### src/rtl/control_pkg.sv
// Shared opcode/state encodings and datapath select constants for control_unit.
package control_pkg;

  typedef enum logic [4:0] {
    OP_HLT  = 5'b00000,
    OP_STO  = 5'b00001,
    OP_LD   = 5'b00010,
    OP_LDI  = 5'b00011,
    OP_ADD  = 5'b00100,
    OP_ADDI = 5'b00101,
    OP_SUB  = 5'b00110,
    OP_SUBI = 5'b00111,
    OP_BEQ  = 5'b01000,
    OP_BNE  = 5'b01001,
    OP_BGT  = 5'b01010,
    OP_BGE  = 5'b01011,
    OP_BLT  = 5'b01100,
    OP_BLE  = 5'b01101,
    OP_JMP  = 5'b01110
  } opcode_t;

  typedef enum logic [2:0] {
    S_INIT,
    S_FETCH,
    S_DECODE,
    S_MEM_WAIT,
    S_EXECUTE,
    S_HALT
  } state_t;

  localparam logic [1:0] SEL_A_MEM = 2'b00;
  localparam logic [1:0] SEL_A_EXT = 2'b01;
  localparam logic [1:0] SEL_A_ALU = 2'b10;

  localparam logic ALU_ADD = 1'b0;
  localparam logic ALU_SUB = 1'b1;

  // Opcodes whose operand addresses data memory need an extra read-latency cycle.
  function automatic logic needs_mem(input logic [4:0] op);
    return (op == OP_STO) || (op == OP_LD) || (op == OP_ADD) || (op == OP_SUB);
  endfunction

endpackage

### src/rtl/control_unit_program_counter.sv
// Program counter register: load has priority over increment; wraps at 2^WIDTH.
module program_counter #(
  parameter int unsigned WIDTH = 11
) (
  input  logic             clk,
  input  logic             rst_n,
  input  logic             load_en,
  input  logic             inc_en,
  input  logic [WIDTH-1:0] load_value,
  output logic [WIDTH-1:0] pc
);

  always_ff @(posedge clk or negedge rst_n) begin
    if (!rst_n) begin
      pc <= '0;
    end else if (load_en) begin
      pc <= load_value;
    end else if (inc_en) begin
      pc <= pc + 1'b1;
    end
  end

endmodule

### src/rtl/control_unit.sv
// Multicycle fetch/decode/execute sequencer for the 16-bit accumulator datapath.
// Define CONTROL_BRANCH_EN to enable flag-conditional branches (opcodes 01000-01101).
module control_unit
  import control_pkg::*;
#(
  parameter int unsigned OPERAND_WIDTH = 11,
  parameter int unsigned DATA_WIDTH    = 16
) (
  input  logic                     clock_in,
  input  logic                     reset_n_in,
  input  logic [DATA_WIDTH-1:0]    instruction_in,
  input  logic                     flag_Z_in,
  input  logic                     flag_N_in,
  output logic [OPERAND_WIDTH-1:0] pc_out,
  output logic [OPERAND_WIDTH-1:0] operand_out,
  output logic                     alu_op_out,
  output logic [1:0]               sel_A_out,
  output logic                     sel_B_out,
  output logic                     acc_wr_out,
  output logic                     acc_reset_out,
  output logic                     status_wr_out,
  output logic                     status_reset_out,
  output logic                     data_memory_wr_out,
  output logic                     halted_out
);

  localparam int unsigned OPCODE_WIDTH = DATA_WIDTH - OPERAND_WIDTH;

  state_t                  state;
  logic [DATA_WIDTH-1:0]   ir;
  logic [OPCODE_WIDTH-1:0] opcode;
  logic                    pc_load;
  logic                    pc_inc;

  assign opcode      = ir[DATA_WIDTH-1 -: OPCODE_WIDTH];
  assign operand_out = ir[OPERAND_WIDTH-1:0];

  always_ff @(posedge clock_in or negedge reset_n_in) begin
    if (!reset_n_in) begin
      state <= S_INIT;
      ir    <= '0;
    end else begin
      case (state)
        S_INIT:     state <= S_FETCH;
        S_FETCH:    state <= S_DECODE;
        S_DECODE: begin
          ir    <= instruction_in;
          state <= needs_mem(instruction_in[DATA_WIDTH-1 -: OPCODE_WIDTH]) ? S_MEM_WAIT : S_EXECUTE;
        end
        S_MEM_WAIT: state <= S_EXECUTE;
        S_EXECUTE:  state <= (opcode == OP_HLT) ? S_HALT : S_FETCH;
        S_HALT:     state <= S_HALT;
        default:    state <= S_INIT;
      endcase
    end
  end

`ifdef CONTROL_BRANCH_EN
  logic branch_taken;

  always_comb begin
    branch_taken = 1'b0;
    case (opcode)
      OP_BEQ:  branch_taken = flag_Z_in;
      OP_BNE:  branch_taken = !flag_Z_in;
      OP_BGT:  branch_taken = !flag_Z_in && !flag_N_in;
      OP_BGE:  branch_taken = !flag_N_in;
      OP_BLT:  branch_taken = flag_N_in;
      OP_BLE:  branch_taken = flag_Z_in || flag_N_in;
      default: branch_taken = 1'b0;
    endcase
  end
`else
  logic unused_flags;
  assign unused_flags = flag_Z_in | flag_N_in;
`endif

  // Controls decode from state+IR so an async reset drops them in the same cycle.
  always_comb begin
    alu_op_out         = ALU_ADD;
    sel_A_out          = SEL_A_MEM;
    sel_B_out          = 1'b0;
    acc_wr_out         = 1'b0;
    status_wr_out      = 1'b0;
    data_memory_wr_out = 1'b0;
    pc_load            = 1'b0;
    pc_inc             = 1'b0;
    if (state == S_EXECUTE) begin
      case (opcode)
        OP_HLT: ;
        OP_STO: begin
          data_memory_wr_out = 1'b1;
          pc_inc             = 1'b1;
        end
        OP_LD, OP_LDI: begin
          sel_A_out     = (opcode == OP_LDI) ? SEL_A_EXT : SEL_A_MEM;
          acc_wr_out    = 1'b1;
          status_wr_out = 1'b1;
          pc_inc        = 1'b1;
        end
        OP_ADD, OP_ADDI, OP_SUB, OP_SUBI: begin
          sel_A_out     = SEL_A_ALU;
          sel_B_out     = (opcode == OP_ADDI) || (opcode == OP_SUBI);
          alu_op_out    = ((opcode == OP_SUB) || (opcode == OP_SUBI)) ? ALU_SUB : ALU_ADD;
          acc_wr_out    = 1'b1;
          status_wr_out = 1'b1;
          pc_inc        = 1'b1;
        end
        OP_JMP: pc_load = 1'b1;
`ifdef CONTROL_BRANCH_EN
        OP_BEQ, OP_BNE, OP_BGT, OP_BGE, OP_BLT, OP_BLE: begin
          pc_load = branch_taken;
          pc_inc  = !branch_taken;
        end
`endif
        default: pc_inc = 1'b1;
      endcase
    end
  end

  assign acc_reset_out    = (state == S_INIT);
  assign status_reset_out = (state == S_INIT);
  assign halted_out       = (state == S_HALT);

  program_counter #(
    .WIDTH(OPERAND_WIDTH)
  ) u_program_counter (
    .clk        (clock_in),
    .rst_n      (reset_n_in),
    .load_en    (pc_load),
    .inc_en     (pc_inc),
    .load_value (ir[OPERAND_WIDTH-1:0]),
    .pc         (pc_out)
  );

endmodule

### config.mk
export PLATFORM = sky130hd
export DESIGN_NAME = control_unit
export DESIGN_NICKNAME = d
export VERILOG_FILES = /design/src/rtl/control_pkg.sv /design/src/rtl/control_unit_program_counter.sv /design/src/rtl/control_unit.sv
export SDC_FILE = /design/constraint.sdc
export NUM_CORES = 1
export LEC_CHECK = 0
export ABC_AREA = 0
export CORE_MARGIN = 8
export CORE_UTILIZATION = 40
export CTS_BUF_LIST = sky130_fd_sc_hd__clkbuf_8
export DETAILED_ROUTE_END_ITERATION = 16
export DONT_BUFFER_PORTS = 1
export SLEW_MARGIN = 20
export SYNTH_ARGS = -nofsm -noshare
export SYNTH_HDL_FRONTEND = slang
export SYNTH_SLANG_ARGS = --single-unit
### constraint.sdc
create_clock -name clock_in -period 1.43 [get_ports clock_in]
set_input_delay 0.2145 -clock clock_in [delete_from_list [all_inputs] [get_ports clock_in]]
set_output_delay 0.2145 -clock clock_in [all_outputs]
set_load 0.02 [all_outputs]
# [Word level (Yosys, flattened, before mapping)]
# Cells that the tools add are included.
[word_totals] reg_bits=30 output_inout_bits=32
[op_classes] eq_ne=17 mux=21 n_addsub=1 reduce_logical=12
[ops] cell="$eq 5x3->1 const B" n=6
[ops] cell="$mux 11" n=2
[ops] cell="$pmux 3 s6" n=1
[ops] cell="$eq 5x2->1 const B" n=3
[ops] cell="$mux 1" n=14
[ops] cell="$add 11x1->11 const B" n=1
[ops] cell="$eq 5x1->1 const B" n=2
[ops] cell="$eq 3x2->1 const B" n=2
[ops] cell="$eq 3x3->1 const B" n=2
[ops] cell="$mux 3" n=2
[ops] cell="$reduce_or 6->1" n=1
[ops] cell="$eq 5x4->1 const B" n=1
[ops] cell="$logic_not 5->1" n=1
[ops] cell="$logic_or 1x1->1" n=5
[ops] cell="$pmux 2 s2" n=1
[ops] cell="$reduce_or 2->1" n=2
[ops] cell="$reduce_or 4->1" n=1
[ops] cell="$eq 3x1->1 const B" n=1
[ops] cell="$logic_not 3->1" n=1
[ops] cell="$mux 2" n=1
[ops] cell="$reduce_bool 2->1" n=1

# [Longest topological paths before layout]
# Gate-level depths: netlist of the first run.
[logic_depth] ltp_word=6 ltp_mapped=7 depth_no_buf=5

# [Cells and area by module]
# A second synthesis of the first run with hierarchy kept.
[hier_totals] cells_unflattened=152 area_unflattened_um2=1610.3
[by_module_without_submodules] mod="control_unit" area_each_um2=983.4 instances=1 cells_per_inst=85
[by_module_without_submodules] mod="program_counter" area_each_um2=626.9 instances=1 cells_per_inst=67

# [Worst setup path after synthesis of the first run]
# OpenSTA, ideal clock, no wires.
[synth_path] path_kind="register to output" startpoint="register state[0]" endpoint="output sel_A_out[0]" arrival_ns=1.694 required_time_ns=1.216 slack_ns=-0.479 path_stages_with_launch=6 cell_sequence="dfrtp_1 > buf_2 > or3b_1 > nor3_2 > nand2_1 > nor3b_1"
[synth_via] elab_chain_len=2
[synth_rtl] item="start: declaration" line="control_unit.sv:29" source="state_t state;"
[synth_rtl] item="start signal: assignment" line="control_unit.sv:48" source="state <= needs_mem(instruction_in[DATA_WIDTH-1 -: OPCODE_WIDTH]) ? S_MEM_WAIT : S_EXECUTE;"
[synth_rtl] item="start signal: assignment" line="control_unit.sv:51" source="S_EXECUTE: state <= (opcode == OP_HLT) ? S_HALT : S_FETCH;"
[synth_rtl] item="$eq 3x3->1" line="control_unit.sv:88" source="if (state == S_EXECUTE) begin"
[synth_rtl] item="$mux 2" line="control_unit.sv:88"
[synth_rtl] item="end: declaration" line="control_unit.sv:17" source="output logic [1:0] sel_A_out,"
# Every way passes these cells.

# [Worst setup path in the final report of the first run]
[layout_path] startpoint="register state[0]" endpoint="output data_memory_wr_out"
[layout_via] elab_chain_len=2
[layout_rtl] item="$eq 3x3->1" line="control_unit.sv:88"
[layout_rtl] item="$mux 1" line="control_unit.sv:88"
[layout_rtl] item="end: declaration" line="control_unit.sv:23" source="output logic data_memory_wr_out,"
# Every way passes these cells.

==> impl_results.md, run 1 <==
- Top_reg_cell synth: dfrtp_1
- Post-route insts no fill: 236
- Fin nets: 207
- Syn Inst Count: 163
- Starting Density: 41.5%
- Initial DRC count: 164
- Vias in the first global route: 1400
- Reg clk slew, reported paths: 0.06 ns
- # port buffers: 0
- Portion of netlist area occupied by mux cells: 11.5%
- Largest family of logic cells by synthesized area: compound AO/OA/AOI/OAI gates
- Commonest non-fill, non-tap cell in the layout: dfrtp_1
- Placed insts: 224
- Final setup margin: -0.452 ns
- Critical Path Start Type: flip-flop
- Max-slew violation count: 0
- Worst-path fanout max: 2
- Synthesized area: 1660 sq um
- RSZ-0062 raised after global routing: yes
- Final Setup Violations: 19
- Layout Skew: 0.00571 ns
- Period utilization: 132%
- Drt via density: 5.81
- Worst setup EP type: primary output
- FF+latch count, synth: 30
- WHS Endpoint: ir[12]$_DFFE_PN0N_
- Synth area leaders: dfrtp_1 45%, mux2_2 11%, buf_4 5.9%, a22oi_1 3.6%, o21ai_0 3.3%
- YS warnings: 0
- Most used cell, CP: nor3_4
- Site row count: 23
- Estimated wirelength of the detail-placed design: 3200 um
- Overall routing resource usage: 14.1%
- DRC viols: 0
- Lkg Pwr: 0.912 nW
- Share of cells above drive strength 1: 49.5%
- Die area: 6460 sq um
- Post-synthesis adder-cell area fraction: 0.754%
- First-pass GRT wire length: 7100 um
- CP max-delay cell: or3b_4
- Simple-gate area share of the yosys netlist: 15.5%
- Critical path required time: 1.22 ns
- Power, Total: 1.50 mW
- Synth async-reset ratio: 100%
- Hold Startpoint: instruction_in[12]
- Sequential area share after synthesis: 45.2%
- CTS tree: done
- Synth area leader: dfrtp_1
- GPL Wtd Cong: 0.853
- Status: finished with violations
- Slew HR: 78.4%
- Critical R2R Launch: ir[14]$_DFFE_PN0N_
- H-Tree Depth: 2
- Clk buf depth: 2
- Routed Antenna Nets: 0
- Routed length per instance: 18.7 um
- Number of flops mapped to enable cells by yosys: 0
- Global route overflow: 0
- Synth Area in Compound Gates: 16.5%
- R2r worst-path depth: 4
- Critical path cell sequence: or3b_4 -> nor3_4 -> nand2_2 -> nor3_4
- Fin crit period: 1.88 ns
- CP max stage delay: 0.42 ns
- Initial antenna violation count: 0
- Syn nets: 184
- # Max-Cap Violations: 0
- Most frequent cells in the layout: 29 x dfrtp_1, 27 x buf_4, 10 x mux2_2, 9 x nor2_1
- Synth-to-layout area growth: 29.5%
- Die H: 80.4 um
- Diodes inserted: 0
- HP Class: in -> reg
- Vias: 1370
- Register-to-register setup slack: -0.14 ns
- Largest net degree at the start of global routing: 31
- Max Clock Freq: 0.531 GHz
- CTS Buf Count: 5
- Core Region: 4000 sq um
- Routed WL: 4400 um
- Hold path cells: 1
- Top-area cell type share of the netlist area: 45.2%
- Fin. Hold Viols: 0
- Setup WS pre-CTS: -0.162 ns
- Worst-margin pin slew: 0.322 ns
- CTS Root Cell: clkbuf_8
- First drt pass iteration count: 4
- R2r endpoint: u_program_counter.pc[10]$_DFFE_PN0P_
- Worst VDD drop: 477 uV
- WP data arrival: 1.67 ns
- Clk_lat worst skew: 0.28 ns
- Die width: 80.4 um
- Syn_area_per_cell: 10.2 sq um
- Critical path type: reg -> out
- Num Clock Sinks: 30
- Setup TNS: -3.72 ns
- Failing checks: negative setup slack
- Io pins: 52
- Total power density per cell area: 699 nW/um^2
- Unique masters post-synth: 35
- Post-Synth XOR/XNOR Area: 0%
[through the flow]
stage	utilization [%]	hold slack, ns	cell area (sq um)
after floorplan	-	-0.0811	1710
after global placement	46.3	-0.0797	1850
after detailed placement	46.3	-0.0798	1850
after CTS	52.0	0.0730	2080
after global routing	53.7	0.0637	2150
final	53.7	0.0784	2150
[worst max-delay path by stage]
stage / from / endpoint / slack, ns / depth (start not counted)
2_1_floorplan: state[0]$_DFF_PN0_ / sel_A_out[0] / -0.26 / 5
3_3_place_gp: state[0]$_DFF_PN0_ / sel_A_out[0] / -0.12 / 4
3_5_place_dp: state[0]$_DFF_PN0_ / sel_A_out[0] / -0.16 / 4
4_1_cts: state[0]$_DFF_PN0_ / data_memory_wr_out / -0.45 / 4
5_1_grt: state[0]$_DFF_PN0_ / data_memory_wr_out / -0.53 / 4
6_report: state[0]$_DFF_PN0_ / data_memory_wr_out / -0.45 / 4
[state kept, by name (all words and copies together) (netlist names)]
| signal | flops |
|---|---|
| ir | 16 |
| state | 3 |
| u_program_counter.pc | 11 |
[cell type report]
| type | instances | area, sq um |
|---|---|---|
| clock buffer | 5 | 68.8 |
| sequential | 30 | 752 |
| multi-input combinational | 105 | 912 |
| clock inverter | 2 | 7.51 |
| inverter | 7 | 28.8 |
| timing repair buffer | 37 | 317 |
| fill | 353 | 1850 |
| tap | 50 | 62.6 |
[power by group]
part	switching [mW]	total [mW]	internal [mW]
Combinational	0.0177	0.0268	0.00906
Clock	0.305	0.625	0.320
Sequential	0	0.849	0.849
[cell usage after synthesis, drive strengths merged (4+ instances only)]
master and count:
a22oi 8, and3 4, buf 19, dfrtp 30
inv 7, mux2 16, nand2 6, nand3 6
nor2 11, nor3 11, o21ai 12, o2bb2ai 6
[metal layers]
| metal | vias up | wire length [um] | track usage [%] | part of all wire (%) |
|---|---|---|---|---|
| li1 | 628 | - | - | - |
| met1 | 674 | 1570 | 14.5 | 36 |
| met2 | 63 | 2270 | 23.5 | 52 |
| met3 | 5 | 505 | 7.70 | 11 |
| met4 | 0 | 55 | 5.09 | 1.2 |
| met5 | - | 0 | 0 | 0 |
[cells by family (layout without fill, tap and decap cells)]
kind of cell | count (synthesis) | after routing
multiplexers | 17 | 17
buffers and inverters | 28 | 51
AO/OA/AOI/OAI | 39 | 39
adder cells (fa/ha/maj) | 1 | 1
AND/OR/NAND/NOR | 48 | 48
flip-flops | 30 | 30
[timing repair]
action / CTS / global route
setup endpoints to repair: 37 / 37
buffers inserted: 2 / 1
pin swaps: 9 / 9
hold buffers: 2 / 0
resized for setup: 31 / 17
hold endpoints to repair: 30 / 0
cloned: 1 / 0
[worst max-delay path: cells and delay by family, from the launching register on]
family / cells / cell delay (ns)
AND/OR/NAND/NOR: 4 / 1.00
flip-flops: 1 / 0.39
(Power assumes the default switching activity.)
==> run 2, diff against run 1 <==
--- a/config.mk
+++ b/config.mk
@@ -11,6 +11,8 @@
 export CTS_BUF_LIST = sky130_fd_sc_hd__clkbuf_8
 export DETAILED_ROUTE_END_ITERATION = 16
 export DONT_BUFFER_PORTS = 1
+export MAX_ROUTING_LAYER = met4
+export REMOVE_ABC_BUFFERS = 1
 export SLEW_MARGIN = 20
 export SYNTH_ARGS = -nofsm -noshare
 export SYNTH_HDL_FRONTEND = slang
==> run 2 against run 1 <==
The flow still finishes with violations (negative setup slack); cell count is 2.5% higher; critical path depth is 1 higher; setup slack worse by 0.024 ns; critical endpoint is now acc_wr_out; largest cell class unchanged.
==> impl_results.md, run 2 (synthesized netlist as in run 1, its figures left out) <==
- WP data arrival: 1.69 ns (was 1.67 ns)
- Starting Density: 41.5% (unchanged)
- Initial antenna violation count: 0 (unchanged)
- Setup WS pre-CTS: -0.207 ns (was -0.162 ns)
- Die width: 80.4 um (unchanged)
- Overall routing resource usage: 14.3% (was 14.1%)
- Status: finished with violations (unchanged)
- Max-slew violation count: 0 (unchanged)
- Register-to-register setup slack: -0.12 ns (was -0.14 ns)
- R2r endpoint: u_program_counter.pc[10]$_DFFE_PN0P_ (unchanged)
- Lkg Pwr: 0.937 nW (was 0.912 nW)
- Global route overflow: 0 (unchanged)
- Biggest register: ir (unchanged)
- Comb pwr share: 1.7% (was 1.8%)
- Slew HR: 78.5% (was 78.4%)
- GPL Wtd Cong: 0.825 (was 0.853)
- Reg clk slew, reported paths: 0.07 ns (was 0.06 ns)
- M3 GR Usage: 5.92% (was 7.70%)
- CP startpoint: state[0]$_DFF_PN0_ (unchanged)
- Worst-path fanout max: 4 (was 2)
- Seq pwr share: 53.8% (was 56.6%)
- Power, Total: 1.58 mW (was 1.50 mW)
- Final setup margin: -0.475 ns (was -0.452 ns)
- Critical path required time: 1.22 ns (about the same)
- HP Class: in -> reg (unchanged)
- Critical Path Start Type: flip-flop (unchanged)
- Fin nets: 212 (was 207)
- Routed Antenna Nets: 0 (unchanged)
- Worst-margin pin slew: 0.320 ns (was 0.322 ns)
- Io pins: 52 (unchanged)
- Internal power: 1.24 mW (was 1.18 mW)
- Clk_lat worst skew: 0.28 ns (about the same)
- Core Region: 4000 sq um (unchanged)
- Largest registers: ir (16), u_program_counter.pc (11), state (3) (unchanged)
- M2 GR Usage: 22.6% (was 23.5%)
- CTS Root Cell: clkbuf_8 (unchanged)
- # Max-Cap Violations: 0 (unchanged)
- R2r worst-path depth: 5 (was 4)
- Die H: 80.4 um (unchanged)
- Commonest non-fill, non-tap cell in the layout: buf_4 (was dfrtp_1)
- First-pass GRT wire length: 6940 um (was 7100 um)
- Setup crit end: acc_wr_out (was data_memory_wr_out)
- Switching pwr: 0.339 mW (was 0.323 mW)
- Critical path type: reg -> out (unchanged)
- Critical R2R Launch: ir[14]$_DFFE_PN0N_ (unchanged)
- Grt met1 use: 15.8% (was 14.5%)
- Share of cells above drive strength 1: 50.0% (was 49.5%)
- Estimated wirelength of the detail-placed design: 3130 um (was 3200 um)
- Switching power share of the total: 21.5% (about the same)
- Clk buf depth: 2 (unchanged)
- First drt pass iteration count: 4 (unchanged)
- # port buffers: 0 (unchanged)
- Routed length per instance: 18.2 um (was 18.7 um)
- Fin crit period: 1.91 ns (was 1.88 ns)
- RSZ-0062 raised after global routing: yes (unchanged)
- Synth-to-layout area growth: 30.4% (was 29.5%)
- Max Clock Freq: 0.525 GHz (was 0.531 GHz)
- Initial DRC count: 85 (was 164)
- Worst VDD drop: 643 uV (was 477 uV)
- Site row count: 23 (unchanged)
- Drt via density: 5.54 (was 5.81)
- Most frequent cells in the layout: 31 x buf_4, 30 x dfrtp_1, 15 x mux2_2, 8 x nor2_1 (was 29 x dfrtp_1, 27 x buf_4, 10 x mux2_2, 9 x nor2_1)
- Final Setup Violations: 19 (unchanged)
- CTS tree: done (unchanged)
- Routed WL: 4410 um (was 4400 um)
- Largest net degree at the start of global routing: 31 (unchanged)
- Layout Skew: 0.00693 ns (was 0.00571 ns)
- Vias: 1341 (was 1370)
- Clock share of power: 44.5% (was 41.6%)
- Period utilization: 133% (was 132%)
- Total power density per cell area: 729 nW/um^2 (was 699 nW/um^2)
- Die area: 6460 sq um (unchanged)
- Num Clock Sinks: 30 (unchanged)
- Vias in the first global route: 1376 (was 1400)
- Worst setup EP type: primary output (unchanged)
- CTS Buf Count: 5 (unchanged)
- Fin. Hold Viols: 0 (unchanged)
- Max reg flops: 16 (unchanged)
- Most used routing layer: met2 (unchanged)
- Diodes inserted: 0 (unchanged)
- Failing checks: negative setup slack (unchanged)
- H-Tree Depth: 2 (unchanged)
- DRC viols: 0 (unchanged)
## run 2: how the worst min path moves through the flow
stage / depth (start not counted) / from / slack, ns / to
6_report: 1 / instruction_in[8] / 0.08 / ir[8]$_DFFE_PN0N_
5_1_grt: 1 / instruction_in[8] / 0.07 / ir[8]$_DFFE_PN0N_
4_1_cts: 1 / instruction_in[8] / 0.07 / ir[8]$_DFFE_PN0N_
3_5_place_dp: 0 / reset_n_in / -0.08 / ir[12]$_DFFE_PN0N_
3_3_place_gp: 0 / reset_n_in / -0.08 / ir[12]$_DFFE_PN0N_
2_1_floorplan: 0 / reset_n_in / -0.08 / ir[0]$_DFFE_PN0N_
## run 2: repair_timing
item | in CTS | in global routing
endpoints found under the hold margin | 30 | 0
hold buffers | 2 | 0
endpoints found under the setup margin | 22 | 38
gates cloned | 1 | 0
buffers inserted | 2 | 5
pin swaps | 15 | 10
resized for setup | 31 | 23
## run 2: final cells by class
type                    instances  area (sq um)
clock buffers                   6          82.6
clock inverters                 2          8.76
fillers                       346          1840
inverters                       7          26.3
multi-input cells             105           866
flip-flops and latches         30           751
well taps                      50          62.6
repair buffers                 42           367
## run 2: per-stage QoR
stage	TNS, ns	instances	util, %	hold WS, ns	instance area, sq um
6_report	-3.86	242	54.1	0.0791	2160
5_1_grt	-4.98	242	54.1	0.0669	2160
4_1_cts	-3.61	238	51.3	0.0723	2050
3_5_place_dp	-2.27	225	45.8	-0.0800	1830
3_3_place_gp	-1.47	225	45.8	-0.0800	1830
2_1_floorplan	-7.04	142	-	-0.0811	1510
## run 2: power by group through the flow
| stage | clock, mW | sequential (mW) | combinational [mW] |
|---|---|---|---|
| after floorplan | 0 | 0.865 | 0.00170 |
| after global placement | 0 | 0.865 | 0.00185 |
| after detailed placement | 0 | 0.865 | 0.00184 |
| after CTS | 0.713 | 0.849 | 0.0278 |
| after global routing | 0.744 | 0.848 | 0.0303 |
| final | 0.702 | 0.849 | 0.0265 |
## run 2: routing by layer
metal	vias to the layer above	wire length [um]	share of wire (%)
met3	11	326	7.4
met5	-	0	0
met1	655	1720	39
li1	638	-	-
met2	37	2290	52
met4	0	76	1.7
## run 2: critical path, stage by stage, from the launching register on
cell and delay (ns):
dfrtp_1 0.38, or3b_4 0.42, nor3_4 0.15, buf_4 0.15, o21a_1 0.16, buf_12 0.14
==> run 3, diff against run 2 <==
--- a/config.mk
+++ b/config.mk
@@ -11,6 +11,7 @@
 export CTS_BUF_LIST = sky130_fd_sc_hd__clkbuf_8
 export DETAILED_ROUTE_END_ITERATION = 16
 export DONT_BUFFER_PORTS = 1
+export HOLD_SLACK_MARGIN = 0.15
 export MAX_ROUTING_LAYER = met4
 export REMOVE_ABC_BUFFERS = 1
 export SLEW_MARGIN = 20
==> run 3 against run 2 <==
The flow still finishes with violations (negative setup slack); count of clock-buffer cells in the layout did not move; sequential power barely moved; critical path type unchanged; via count rose by 6.4%; design area rose by 9.4%; first-iteration DRC count rose by 8.2%; setup slack got worse by 0.00089 ns; largest cell class unchanged; hold slack improved by 0.25 ns; fmax barely moved; highest routed layer unchanged; sequential share of layout area fell by 3.0 points.
==> impl_results.md, run 3 (synthesized netlist as in run 1, its figures left out) <==
- Failing checks: negative setup slack (unchanged)
- Initial DRC count: 92 (was 85)
- Fin. Hold Viols: 0 (unchanged)
- Diodes inserted: 0 (unchanged)
- Overall routing resource usage: 14.8% (was 14.3%)
- RSZ-0062 raised after global routing: yes (unchanged)
- Max Clock Freq: 0.525 GHz (about the same)
- Worst-margin pin slew: 0.395 ns (was 0.320 ns)
- CP max-delay cell: or3b_4 (unchanged)
- Clk_lat worst skew: 0.28 ns (about the same)
- # port buffers: 0 (unchanged)
- First-pass GRT wire length: 7200 um (was 6940 um)
- Worst VDD drop: 631 uV (was 643 uV)
- Status: finished with violations (unchanged)
- Critical path cell sequence: or3b_4 -> nor3_4 -> buf_4 -> o21a_1 -> buf_12 (unchanged)
- Routed length per instance: 18.1 um (was 18.2 um)
- Clk buf depth: 2 (unchanged)
- Max-slew violation count: 0 (unchanged)
- R2r worst-path depth: 5 (unchanged)
- Vias in the first global route: 1458 (was 1376)
- Critical path required time: 1.22 ns (about the same)
- Layout Skew: 0.00741 ns (was 0.00693 ns)
- Fin crit period: 1.91 ns (about the same)
- Die area: 6460 sq um (unchanged)
- CP max stage delay: 0.42 ns (about the same)
- Critical path type: reg -> out (unchanged)
- WP data arrival: 1.69 ns (about the same)
- Fin nets: 228 (was 212)
- Placed insts: 225 (unchanged)
- Die H: 80.4 um (unchanged)
- HP Class: in -> reg (unchanged)
- Drt via density: 5.53 (was 5.54)
- Fillers: 324 (was 346)
- Hold path cells: 3 (was 1)
- Reg clk slew, reported paths: 0.07 ns (about the same)
- Estimated wirelength of the detail-placed design: 3130 um (unchanged)
- Die width: 80.4 um (unchanged)
- Most frequent cells in the layout: 30 x buf_4, 30 x dfrtp_1, 17 x dlygate4sd3_1, 16 x mux2_2, 9 x buf_6 (was 31 x buf_4, 30 x dfrtp_1, 15 x mux2_2, 8 x nor2_1)
- Slew HR: 73.4% (was 78.5%)
- Routed WL: 4670 um (was 4410 um)
- Max reg flops: 16 (unchanged)
- # Max-Cap Violations: 0 (unchanged)
- Vias: 1427 (was 1341)
- Core Region: 4000 sq um (unchanged)
- Post-route insts no fill: 258 (was 242)
- Site row count: 23 (unchanged)
- Biggest register: ir (unchanged)
- CTS Root Cell: clkbuf_8 (unchanged)
- Critical Path Start Type: flip-flop (unchanged)
- First drt pass iteration count: 4 (unchanged)
- Routed Antenna Nets: 0 (unchanged)
- Power, Total: 1.62 mW (was 1.58 mW)
- Worst-path fanout max: 4 (unchanged)
- Worst setup EP type: primary output (unchanged)
- Starting Density: 41.5% (unchanged)
- H-Tree Depth: 2 (unchanged)
- GPL Wtd Cong: 0.825 (unchanged)
- Initial antenna violation count: 0 (unchanged)
- Share of cells above drive strength 1: 48.6% (was 50.0%)
- Largest net degree at the start of global routing: 31 (unchanged)
- Period utilization: 133% (about the same)
- Synth-to-layout area growth: 42.7% (was 30.4%)
- Global route overflow: 0 (unchanged)
- Final setup margin: -0.476 ns (was -0.475 ns)
- CTS Buf Count: 5 (unchanged)
- Setup WS pre-CTS: -0.207 ns (unchanged)
- Total power density per cell area: 683 nW/um^2 (was 729 nW/um^2)
- Final Setup Violations: 19 (unchanged)
- Io pins: 52 (unchanged)
- CTS tree: done (unchanged)
- Lkg Pwr: 1.01 nW (was 0.937 nW)
- Num Clock Sinks: 30 (unchanged)
- Largest registers: ir (16), u_program_counter.pc (11), state (3) (unchanged)
- DRC viols: 0 (unchanged)
-- run 3: changes by cell type in the layout (fill, tap and decap cells not counted), sizes merged --
| cell | change |
|---|---|
| dlygate4sd3 | +16 |
-- run 3: final cells by class --
cell class	instances	area (sq um)	area share (%)
multi-input combinational	105	900	38.0
inverter	7	26.3	1.11
tap	50	62.6	2.64
sequential	30	751	31.7
timing repair buffer	58	537	22.7
clock inverter	2	8.76	0.370
clock buffer	6	82.6	3.49
-- run 3: worst max-delay path, delay by kind of cell (launching register included) --
kind	cells	cell delay [ns]
AOI/OAI and AO/OA	1	0.16
and+or+nand+nor	2	0.57
buffers and inverters	2	0.29
DFF	1	0.38
-- run 3: through the flow --
step           hold WS [ns]  cell area, sq um  setup TNS [ns]  utilization (%)
2_1_floorplan       -0.0811              1510           -7.04                -
3_3_place_gp        -0.0800              1830           -1.47             45.8
3_5_place_dp        -0.0800              1830           -2.27             45.8
4_1_cts               0.326              2210           -3.61             55.3
5_1_grt               0.335              2370           -5.11             59.2
6_report              0.327              2370           -4.27             59.2
-- run 3: timing repair --
| action | in CTS | in global routing |
|---|---|---|
| gates resized for setup | 31 | 32 |
| setup buffers | 2 | 5 |
| endpoints found under the hold margin | 46 | 0 |
| pin swaps | 15 | 12 |
| endpoints found under the setup margin | 22 | 38 |
| cloned | 1 | 0 |
| hold buffers | 18 | 0 |
-- run 3: per-layer routing --
layer,global-route usage (%),wire (um),vias to the layer above,part of all wire [%]
li1,-,-,670,-
met1,16.4,1800,698,39
met2,22.1,2390,46,51
met3,6.70,363,13,7.8
met4,7.09,116,0,2.5
met5,-,0,-,0
-- run 3: final timing paths --
| check | start | to | slack [ns] |
|---|---|---|---|
| worst max-delay path | state[0]$_DFF_PN0_ | acc_wr_out | -0.48 |
| worst min-delay path | instruction_in[15] | state[2]$_DFF_PN0_ | 0.33 |
| worst max register to register | ir[14]$_DFFE_PN0N_ | u_program_counter.pc[10]$_DFFE_PN0P_ | -0.17 |
| worst min register to register | state[2]$_DFF_PN0_ | state[1]$_DFF_PN0_ | 0.58 |
| max in group asynchronous | reset_n_in | ir[9]$_DFFE_PN0N_ | 0.86 |
| min in group asynchronous | reset_n_in | u_program_counter.pc[5]$_DFFE_PN0P_ | 0.40 |
-- run 3: report_power, final --
group	total (mW)	switching, mW	internal [mW]
logic	0.0623	0.0247	0.0376
clock network	0.706	0.325	0.381
registers	0.849	0	0.849
total	1.62	0.350	1.27
